### src/rtl/cp0_regfile_pkg.sv
// -----------------------------------------------------------------------------
// cp0_regfile_pkg
// Shared definitions for the CP0 register file and its producers:
//   - width and field layout of the write-back -> CP0 bus
//   - CP0 register numbers (sel 0 only)
//   - exception codes
//   - Status reset value and exception entry address
// -----------------------------------------------------------------------------
package cp0_regfile_pkg;

    localparam int WB_TO_CP0_REGISTER_BUS_WD = 110;

    // CP0 register numbers, sel 0.
    typedef enum logic [4:0] {
        CP0_BADVADDR = 5'd8,
        CP0_COUNT    = 5'd9,
        CP0_COMPARE  = 5'd11,
        CP0_STATUS   = 5'd12,
        CP0_CAUSE    = 5'd13,
        CP0_EPC      = 5'd14
    } cp0_reg_e;

    typedef enum logic [4:0] {
        EXC_INT  = 5'h00,
        EXC_ADEL = 5'h04,
        EXC_ADES = 5'h05,
        EXC_SYS  = 5'h08,
        EXC_BP   = 5'h09,
        EXC_RI   = 5'h0a,
        EXC_OV   = 5'h0c
    } excode_e;

    localparam logic [31:0] STATUS_RESET = 32'h0040_0000;  // BEV = 1
    localparam logic [31:0] EX_ENTRY     = 32'hBFC0_0380;

    // Field layout of the bus, MSB first: {ex, excode, badvaddr, bd, pc,
    // mtc0_we, addr, wdata, eret} = bits [109] .. [0].
    typedef struct packed {
        logic        ex;
        logic [4:0]  excode;
        logic [31:0] badvaddr;
        logic        bd;
        logic [31:0] pc;
        logic        mtc0_we;
        logic [4:0]  addr;
        logic [31:0] wdata;
        logic        eret;
    } wb_cp0_bus_t;

    // Address-error exceptions are the only ones that latch BadVAddr.
    function automatic logic is_addr_error(input logic [4:0] code);
        return (code == EXC_ADEL) || (code == EXC_ADES);
    endfunction

endpackage

### src/rtl/cp0_timer.sv
// -----------------------------------------------------------------------------
// cp0_timer
// Count/Compare timer for CP0. Count advances once every two cycles; TI is
// raised (sticky) the cycle after Count == Compare and cleared by a Compare
// write.
// Ports:
//   clk, reset   - clock, asynchronous active-high reset
//   count_we     - committed mtc0 to Count (replaces the increment)
//   compare_we   - committed mtc0 to Compare (also clears TI)
//   wdata        - mtc0 write data
//   count        - current Count
//   compare      - current Compare
//   ti           - timer interrupt flag (Cause.TI)
// -----------------------------------------------------------------------------
module cp0_timer (
    input  logic        clk,
    input  logic        reset,
    input  logic        count_we,
    input  logic        compare_we,
    input  logic [31:0] wdata,
    output logic [31:0] count,
    output logic [31:0] compare,
    output logic        ti
);

    logic tick_q;

    // NOTE: sequential state uses non-blocking assignments so every flop
    // samples pre-edge values, independent of statement order.
    // NOTE: reset is asynchronous; it is in the sensitivity list so state
    // clears without waiting for a clock edge.
    always_ff @(posedge clk or posedge reset) begin
        if (reset) begin
            tick_q  <= 1'b0;
            count   <= 32'h0;
            compare <= 32'h0;
            ti      <= 1'b0;
        end else begin
            tick_q <= ~tick_q;

            // A Count write overrides the increment but leaves tick running.
            if (count_we)
                count <= wdata;
            else if (tick_q)
                count <= count + 32'd1;

            // A Compare write beats a simultaneous match.
            if (compare_we) begin
                compare <= wdata;
                ti      <= 1'b0;
            end else if (count == compare) begin
                ti <= 1'b1;
            end
        end
    end

endmodule

### src/rtl/cp0_regfile.sv
// -----------------------------------------------------------------------------
// cp0_regfile
// Coprocessor-0 register file fed by the write-back stage. Holds BadVAddr,
// Count, Compare, Status, Cause and EPC; serves mfc0 reads combinationally and
// drives eret/exception targets and the interrupt request.
// Build option: define CP0_TIMER_EN to implement Count/Compare/TI (cp0_timer).
// Without it Count and Compare read 0 and ignore writes, and TI is 0.
// Ports:
//   clk, reset              - clock, asynchronous active-high reset
//   ws_valid                - WB holds a valid instruction (qualifies ex/eret)
//   wb_to_cp0_register_bus  - committed CP0 fields from WB (see package)
//   ext_int                 - level-sensitive hardware interrupt lines
//   cp0_rdata               - CP0[addr] read data (combinational)
//   cp0_epc                 - EPC, the eret target
//   cp0_ex_entry            - exception entry address (constant)
//   cp0_int_req             - interrupt pending
// -----------------------------------------------------------------------------
module cp0_regfile
    import cp0_regfile_pkg::*;
(
    input  logic                                 clk,
    input  logic                                 reset,
    input  logic                                 ws_valid,
    input  logic [WB_TO_CP0_REGISTER_BUS_WD-1:0] wb_to_cp0_register_bus,
    input  logic [5:0]                           ext_int,
    output logic [31:0]                          cp0_rdata,
    output logic [31:0]                          cp0_epc,
    output logic [31:0]                          cp0_ex_entry,
    output logic                                 cp0_int_req
);

    wb_cp0_bus_t bus;
    assign bus = wb_to_cp0_register_bus;

    // Commit priority: exception > eret > mtc0.
    logic ex_commit, eret_commit, mtc0_commit;
    assign ex_commit   = ws_valid & bus.ex;
    assign eret_commit = ws_valid & bus.eret & ~bus.ex;
    assign mtc0_commit = bus.mtc0_we & ~ex_commit & ~eret_commit;

    logic wr_status, wr_cause, wr_epc;
    assign wr_status = mtc0_commit & (bus.addr == CP0_STATUS);
    assign wr_cause  = mtc0_commit & (bus.addr == CP0_CAUSE);
    assign wr_epc    = mtc0_commit & (bus.addr == CP0_EPC);

    // Architectural state
    logic [31:0] badvaddr_q;
    logic [31:0] epc_q;
    logic [7:0]  im_q;
    logic        exl_q;
    logic        ie_q;
    logic        bd_q;
    logic [5:0]  ip_hw_q;    // Cause.IP[7:2]
    logic [1:0]  ip_sw_q;    // Cause.IP[1:0]
    logic [4:0]  exccode_q;

    logic [31:0] count_q;
    logic [31:0] compare_q;
    logic        ti;

`ifdef CP0_TIMER_EN
    logic wr_count, wr_compare;
    assign wr_count   = mtc0_commit & (bus.addr == CP0_COUNT);
    assign wr_compare = mtc0_commit & (bus.addr == CP0_COMPARE);

    cp0_timer u_timer (
        .clk        (clk),
        .reset      (reset),
        .count_we   (wr_count),
        .compare_we (wr_compare),
        .wdata      (bus.wdata),
        .count      (count_q),
        .compare    (compare_q),
        .ti         (ti)
    );
`else
    assign count_q   = 32'h0;
    assign compare_q = 32'h0;
    assign ti        = 1'b0;
`endif

    always_ff @(posedge clk or posedge reset) begin
        if (reset) begin
            badvaddr_q <= 32'h0;
            epc_q      <= 32'h0;
            im_q       <= 8'h0;
            exl_q      <= 1'b0;
            ie_q       <= 1'b0;
            bd_q       <= 1'b0;
            ip_hw_q    <= 6'h0;
            ip_sw_q    <= 2'h0;
            exccode_q  <= 5'h0;
        end else begin
            // IP7 merges the timer; it is never software-writable.
            ip_hw_q <= {ext_int[5] | ti, ext_int[4:0]};

            if (ex_commit) begin
                // A nested exception (EXL already set) keeps the original EPC/BD.
                if (!exl_q) begin
                    epc_q <= bus.bd ? bus.pc - 32'd4 : bus.pc;
                    bd_q  <= bus.bd;
                end
                exl_q     <= 1'b1;
                exccode_q <= bus.excode;
                if (is_addr_error(bus.excode))
                    badvaddr_q <= bus.badvaddr;
            end else if (eret_commit) begin
                exl_q <= 1'b0;
            end else begin
                if (wr_status) begin
                    im_q  <= bus.wdata[15:8];
                    exl_q <= bus.wdata[1];
                    ie_q  <= bus.wdata[0];
                end
                if (wr_cause)
                    ip_sw_q <= bus.wdata[9:8];
                if (wr_epc)
                    epc_q <= bus.wdata;
            end
        end
    end

    logic [31:0] status_word, cause_word;
    assign status_word = {9'b0, 1'b1, 6'b0, im_q, 6'b0, exl_q, ie_q};
    assign cause_word  = {bd_q, ti, 14'b0, ip_hw_q, ip_sw_q, 1'b0, exccode_q, 2'b0};

    // NOTE: always_comb assigns a default first so no path leaves cp0_rdata
    // unassigned, which would infer a latch.
    always_comb begin
        cp0_rdata = 32'h0;
        case (bus.addr)
            CP0_BADVADDR: cp0_rdata = badvaddr_q;
            CP0_COUNT:    cp0_rdata = count_q;
            CP0_COMPARE:  cp0_rdata = compare_q;
            CP0_STATUS:   cp0_rdata = status_word;
            CP0_CAUSE:    cp0_rdata = cause_word;
            CP0_EPC:      cp0_rdata = epc_q;
            default:      cp0_rdata = 32'h0;
        endcase
    end

    assign cp0_epc      = epc_q;
    assign cp0_ex_entry = EX_ENTRY;
    assign cp0_int_req  = ie_q & ~exl_q & |({ip_hw_q, ip_sw_q} & im_q);

endmodule
### config.mk
export PLATFORM = sky130hd
export DESIGN_NAME = cp0_regfile
export DESIGN_NICKNAME = d
export VERILOG_FILES = /design/src/rtl/cp0_regfile_pkg.sv /design/src/rtl/cp0_timer.sv /design/src/rtl/cp0_regfile.sv
export SDC_FILE = /design/constraint.sdc
export NUM_CORES = 1
export LEC_CHECK = 0
export ABC_AREA = 0
export CELL_PAD_IN_SITES_DETAIL_PLACEMENT = 0
export CELL_PAD_IN_SITES_GLOBAL_PLACEMENT = 1
export CORE_MARGIN = 8
export CORE_UTILIZATION = 31
export CTS_CLUSTER_DIAMETER = 150
export DETAILED_ROUTE_END_ITERATION = 6
export PLACE_DENSITY = 0.83
export SYNTH_ARGS = -nofsm -noshare
export SYNTH_HDL_FRONTEND = slang
export SYNTH_SLANG_ARGS = --single-unit
### constraint.sdc
create_clock -name clk -period 3.6 [get_ports clk]
set_clock_uncertainty 0.1 [all_clocks]
set_input_delay 0.72 -clock clk [delete_from_list [all_inputs] [get_ports clk]]
set_output_delay 0.72 -clock clk [all_outputs]
set_load 0.01 [all_outputs]
**Yosys cells after proc, flatten, opt, wreduce, memory -nomap -nowiden**

Index checks and enable logic that the tools add are counted.

- Register bits after elaboration: 88
- Input bits: 119
- Output and inout port bits: 97
- Word-level logic and storage cells: 51

- Add/subtract/negate cells: 1
- Equal/unequal tests: 8
- Multiplexer cells: 9
- Bitwise gates (word level): 15
- Reductions and logical operators: 9

Operators with widths:

| operator | count |
|---|---|
| 32-bit 2-to-1 mux | 5 |
| 32-bit case mux with 4 select lines | 1 |
| 32-bit by 3-bit subtractor with 32-bit output (second input constant) | 1 |
| 5-bit by 4-bit == test with 1-bit output (second input constant) | 4 |
| 1-bit AND | 10 |
| 5-bit by 3-bit == test with 1-bit output (second input constant) | 2 |
| 3-bit AND reduction | 3 |
| 8-bit AND | 1 |
| 8-bit OR reduction | 1 |
| 2-bit != test (second input constant) | 2 |
| 1-bit inverter | 4 |
| 2-bit AND reduction | 2 |
| 1-bit 2-to-1 mux | 3 |
| 3-bit nonzero test | 1 |
| 2-bit nonzero test | 1 |
| 1-bit logical OR | 1 |

**Longest topological paths before layout**

- Depth in word-level cells: 8
- Mapped depth: 8
- Mapped depth without buffers: 7

**Worst setup path before layout**

OpenSTA, ideal clock, no wires.

- Path type: input-to-output
- Start: input port wb_to_cp0_register_bus[37]
- End: output port cp0_rdata[13]
- Arrival: 1.927 ns
- Data required time: 2.780 ns
- Slack: 0.853 ns
- Stages on the path: 5
- Buffers on the path: 1
- Cells stage by stage: nand3b_1 > nor3b_1 > clkbuf_1 > a22oi_1 > o21ai_0

- Cells in the longest elaborated chain, start to end: 2
- Elaborated cells between the ends (all ways): 5
- Those cells by class: eq/ne (4); mux (1)

RTL lines:

| element | RTL line | source |
|---|---|---|
| start, declared | cp0_regfile.sv:24 | `input logic [WB_TO_CP0_REGISTER_BUS_WD-1:0] wb_to_cp0_register_bus,` |
| 5-bit by 4-bit == test with 1-bit output | cp0_regfile.sv:131 | `case (bus.addr)` |
| 32-bit case mux with 4 select lines (*) | cp0_regfile.sv:131 |  |
| end, declared | cp0_regfile.sv:26 | `output logic [31:0] cp0_rdata,` |

Every way passes the cells marked *; elsewhere a longest branch is shown, timed or not.

**Worst setup path after layout**

- Start: input port wb_to_cp0_register_bus[35]
- End: output port cp0_rdata[10]

The elaborated chain is that of the path after synthesis.

==> metrics.txt <==
FILL cells=roughly 1400; clock buffer depth=2; P_leak=between 3 and 4 nW; Die Height=about 140 µm; CTS buffer count=9; peak supply drop=201 µV; Hold-fix buffers, CTS=0; Worst-path clk slew=about 60 ps; Final Max Tran Viols=0; via count=~4400; largest net degree at the start of global routing=42; first-pass GRT wire length=roughly 27 mm; flops & latches, synth=88; Final ANT Viol Nets=0; layout cells sized above 1=~14%; Starting DRT DRC Count=250; Final Wtd Congestion=approximately 0.84; n_diodes=0; initial antenna violation count=0; DRT Wirelength=18.0 mm; cell mode on critical path=clkdlybuf4s50_1; Slowest-stage cell, CP=clkdlybuf4s50_1; Critical Path RT=between 2000 and 3000 ps; min-delay src=exccode_q[4]; Worst slew margin=~29%; Slew @ Worst Pin=between 1000 and 1500 ps; syn avg cell area=between 10 and 15 µm²; Vias per Instance=4.95; core area=about 0.016 mm²; DRC Markers=0; Nets=797; Crit path largest cell delay=approximately 570 ps; Final Cell Area=between 0.007 and 0.008 mm²; IO buf count=183; Area Growth Syn to Fin=49.3%; EDFF count, synth=0; post-route setup TNS=0 ps; CP arrival=approximately 2700 ps; Mapped Area=0.00490 mm²; Post-synth top flop=dfrtp_1; number of global-route vias before repair=between 4000 and 5000; Clock Latency Late Sink=~340 ps; I/O pins=between 200 and 250; Max Cap Violations=0; final hold viol count=0; Final Util=between 40% and 50%; Synth Instances=between 400 and 500; Starting Density=31.3%; clock root buffer=clkbuf_16; register area share after synthesis=44.9%; dpl hpwl=~14 mm; worst r2r src=exl_q; power density cells=approximately 410 mW/mm²; total global routing overflow=0; WL/cell=20.0 µm; CP Max Fanout=10; CTS tree=yes; Max Clock Freq=roughly 290 MHz; H-tree depth=3; cell row count=46; CP cell instances=clkdlybuf4s50_1 > nand3b_1 > nor3b_2 > buf_6 > a22oi_1 > o21ai_0 > clkdlybuf4s50_1; Startpoint Class=input port; RSZ-0062 raised after global routing=no; synth unique cells=between 50 and 60; ys async rst share=between 90% and 100%; outcome=complete, no violations; origin of the worst setup path=wb_to_cp0_register_bus[35]; die area=0.0201 mm²; setup violators final=0; Synth warnings=0; Worst Path Buf+Inv=3; delay-heaviest family, CP=buffers and inverters; Clock Sinks=88; first-pass iteration count of the detailed router=6; Post-Place Cell Area=about 0.007 mm²; Critical Path Sink Type=output pin; GRT Util Overall=between 10% and 20%; period utilization=between 90% and 100%; min Tclk post-route=3480 ps; worst hold path type=flop to flop; critical setup path kind=input port to output pin; die span in x=142 µm
synth_stat cells, types with 2 or more instances:
cell type   n  area (µm²)
dfrtp_1    88        2200
nand2_1    60         225
mux2_2     43         484
o21ai_0    37         185
buf_4      32         240
clkbuf_1   21        78.8
nor2_1     21        78.8
xnor2_1    20         175
a22o_1     16         140
a22oi_1    14         105
inv_1      12        45.0
mux2i_1    12         120
nor3_1     12        60.1
nor4_1     12        75.1
a21oi_1    11        55.1
nand3_1     7        35.0
a222oi_1    6        60.1
o221ai_1    5        43.8
or3_1       5        31.3
nand2b_1    4        25.0
a31oi_1     3        18.8
buf_1       3        11.3
xor2_1      3        26.3
and2_1      2        12.5
conb_1      2        7.51
nand4_1     2        12.5
nand4bb_1   2        22.5
nor4_4      2        42.5
nor4b_2     2        30.0
o211ai_1    2        15.0
o21a_1      2        15.0
o221ai_2    2        30.0
or2_2       2        12.5
or4_1       2        15.0
worst min-delay path: stages (launching register included):
cell and delay [ps]:
dfrtp_1 350, nand2_1 50, nand2_1 60
stage by stage:
step / total power [mW] / hold WS (ps) / std cells / worst slack (ps)
after floorplan: 1.65 / 345 / 518 / 501
after global placement: 2.08 / 357 / 882 / 168
after detailed placement: 2.11 / 370 / 882 / 109
after CTS: 3.06 / 385 / 898 / 95.7
after global routing: 3.18 / 396 / 898 / 0.745
final: 3.02 / 389 / 898 / 118
cell type report:
class | count | area [µm²] | share of cell area, %
clock buffer | 14 | 294 | 4.02
clock inverter | 2 | 10.0 | 0.137
inverter | 12 | 46.3 | 0.632
multi-input combinational | 361 | 2460 | 33.6
sequential | 88 | 2200 | 30.1
tap | 216 | 270 | 3.69
timing repair buffer | 205 | 2040 | 27.9
state kept, by name, indices dropped and copies added (netlist names):
signal	cells
bd_q	1
im_q	8
ip_hw_q	6
exccode_q	5
badvaddr_q	32
ie_q	1
cp0_epc	32
ip_sw_q	2
exl_q	1
routing by layer:
layer  vias up  routed length (µm)  GRT usage, %
li1       2081                   -             -
met1      2158                7420          21.4
met2       186                8990          30.2
met3        20                1250          3.43
met4         0                 331          6.84
met5         -                   0             0
where the power goes:
group / switching, mW / leakage (nW) / internal, mW
registers: 0.157 / 1.10 / 1.18
logic: 0.309 / 1.81 / 0.440
clock network: 0.381 / 0.155 / 0.560
final timing paths:
| kind | end | slack [ps] | cells past startpoint |
|---|---|---|---|
| worst max-delay path | cp0_rdata[10] | 120 | 7 |
| worst min-delay path | exccode_q[4] | 390 | 2 |
| worst max register to register | cp0_epc[6] | 1600 | 4 |
| worst min register to register | exccode_q[4] | 390 | 2 |
| max in group asynchronous | badvaddr_q[2] | 2000 | 3 |
| min in group asynchronous | ie_q | 560 | 2 |
timing repair:
item,CTS,global route
hold endpoints to repair,0,0
setup endpoints to repair,0,7
gates resized for setup,0,2
buffers inserted,0,0
cells in the final DEF (no fill, tap or decap), drive strengths merged, types with 3 or more instances in the layout:
cell,synthesis,final
clkbuf,21,14
a22o,16,16
mux2,43,43
or4,3,3
nand2b,4,4
o211ai,3,3
xnor2,20,20
nor2,21,21
buf,36,22
nor4,15,15
a222oi,6,6
clkdlybuf4s50,0,182
nor3,12,12
a22oi,14,14
or3,5,5
or2,3,3
dfrtp,88,88
inv,12,11
o221ai,7,7
o21ai,37,37
nor4b,3,3
nand3,7,7
nand2,60,60
clkinv,0,3
a21oi,11,11
a31oi,3,3
xor2,3,3
mux2i,12,12
conb,2,32
logic make-up after synthesis:
family	after synthesis	share of synthesized area [%]
multiplexers	55	12.3
adder cells (fa/ha/maj)	1	0.255
AO/OA/AOI/OAI	106	15.0
flip-flops	88	44.9
other	2	0.153
buffers and inverters	69	7.76
AND/OR/NAND/NOR	144	15.5
XOR/XNOR	23	4.11
No activity file was read; power rests on OpenSTA's default activity.
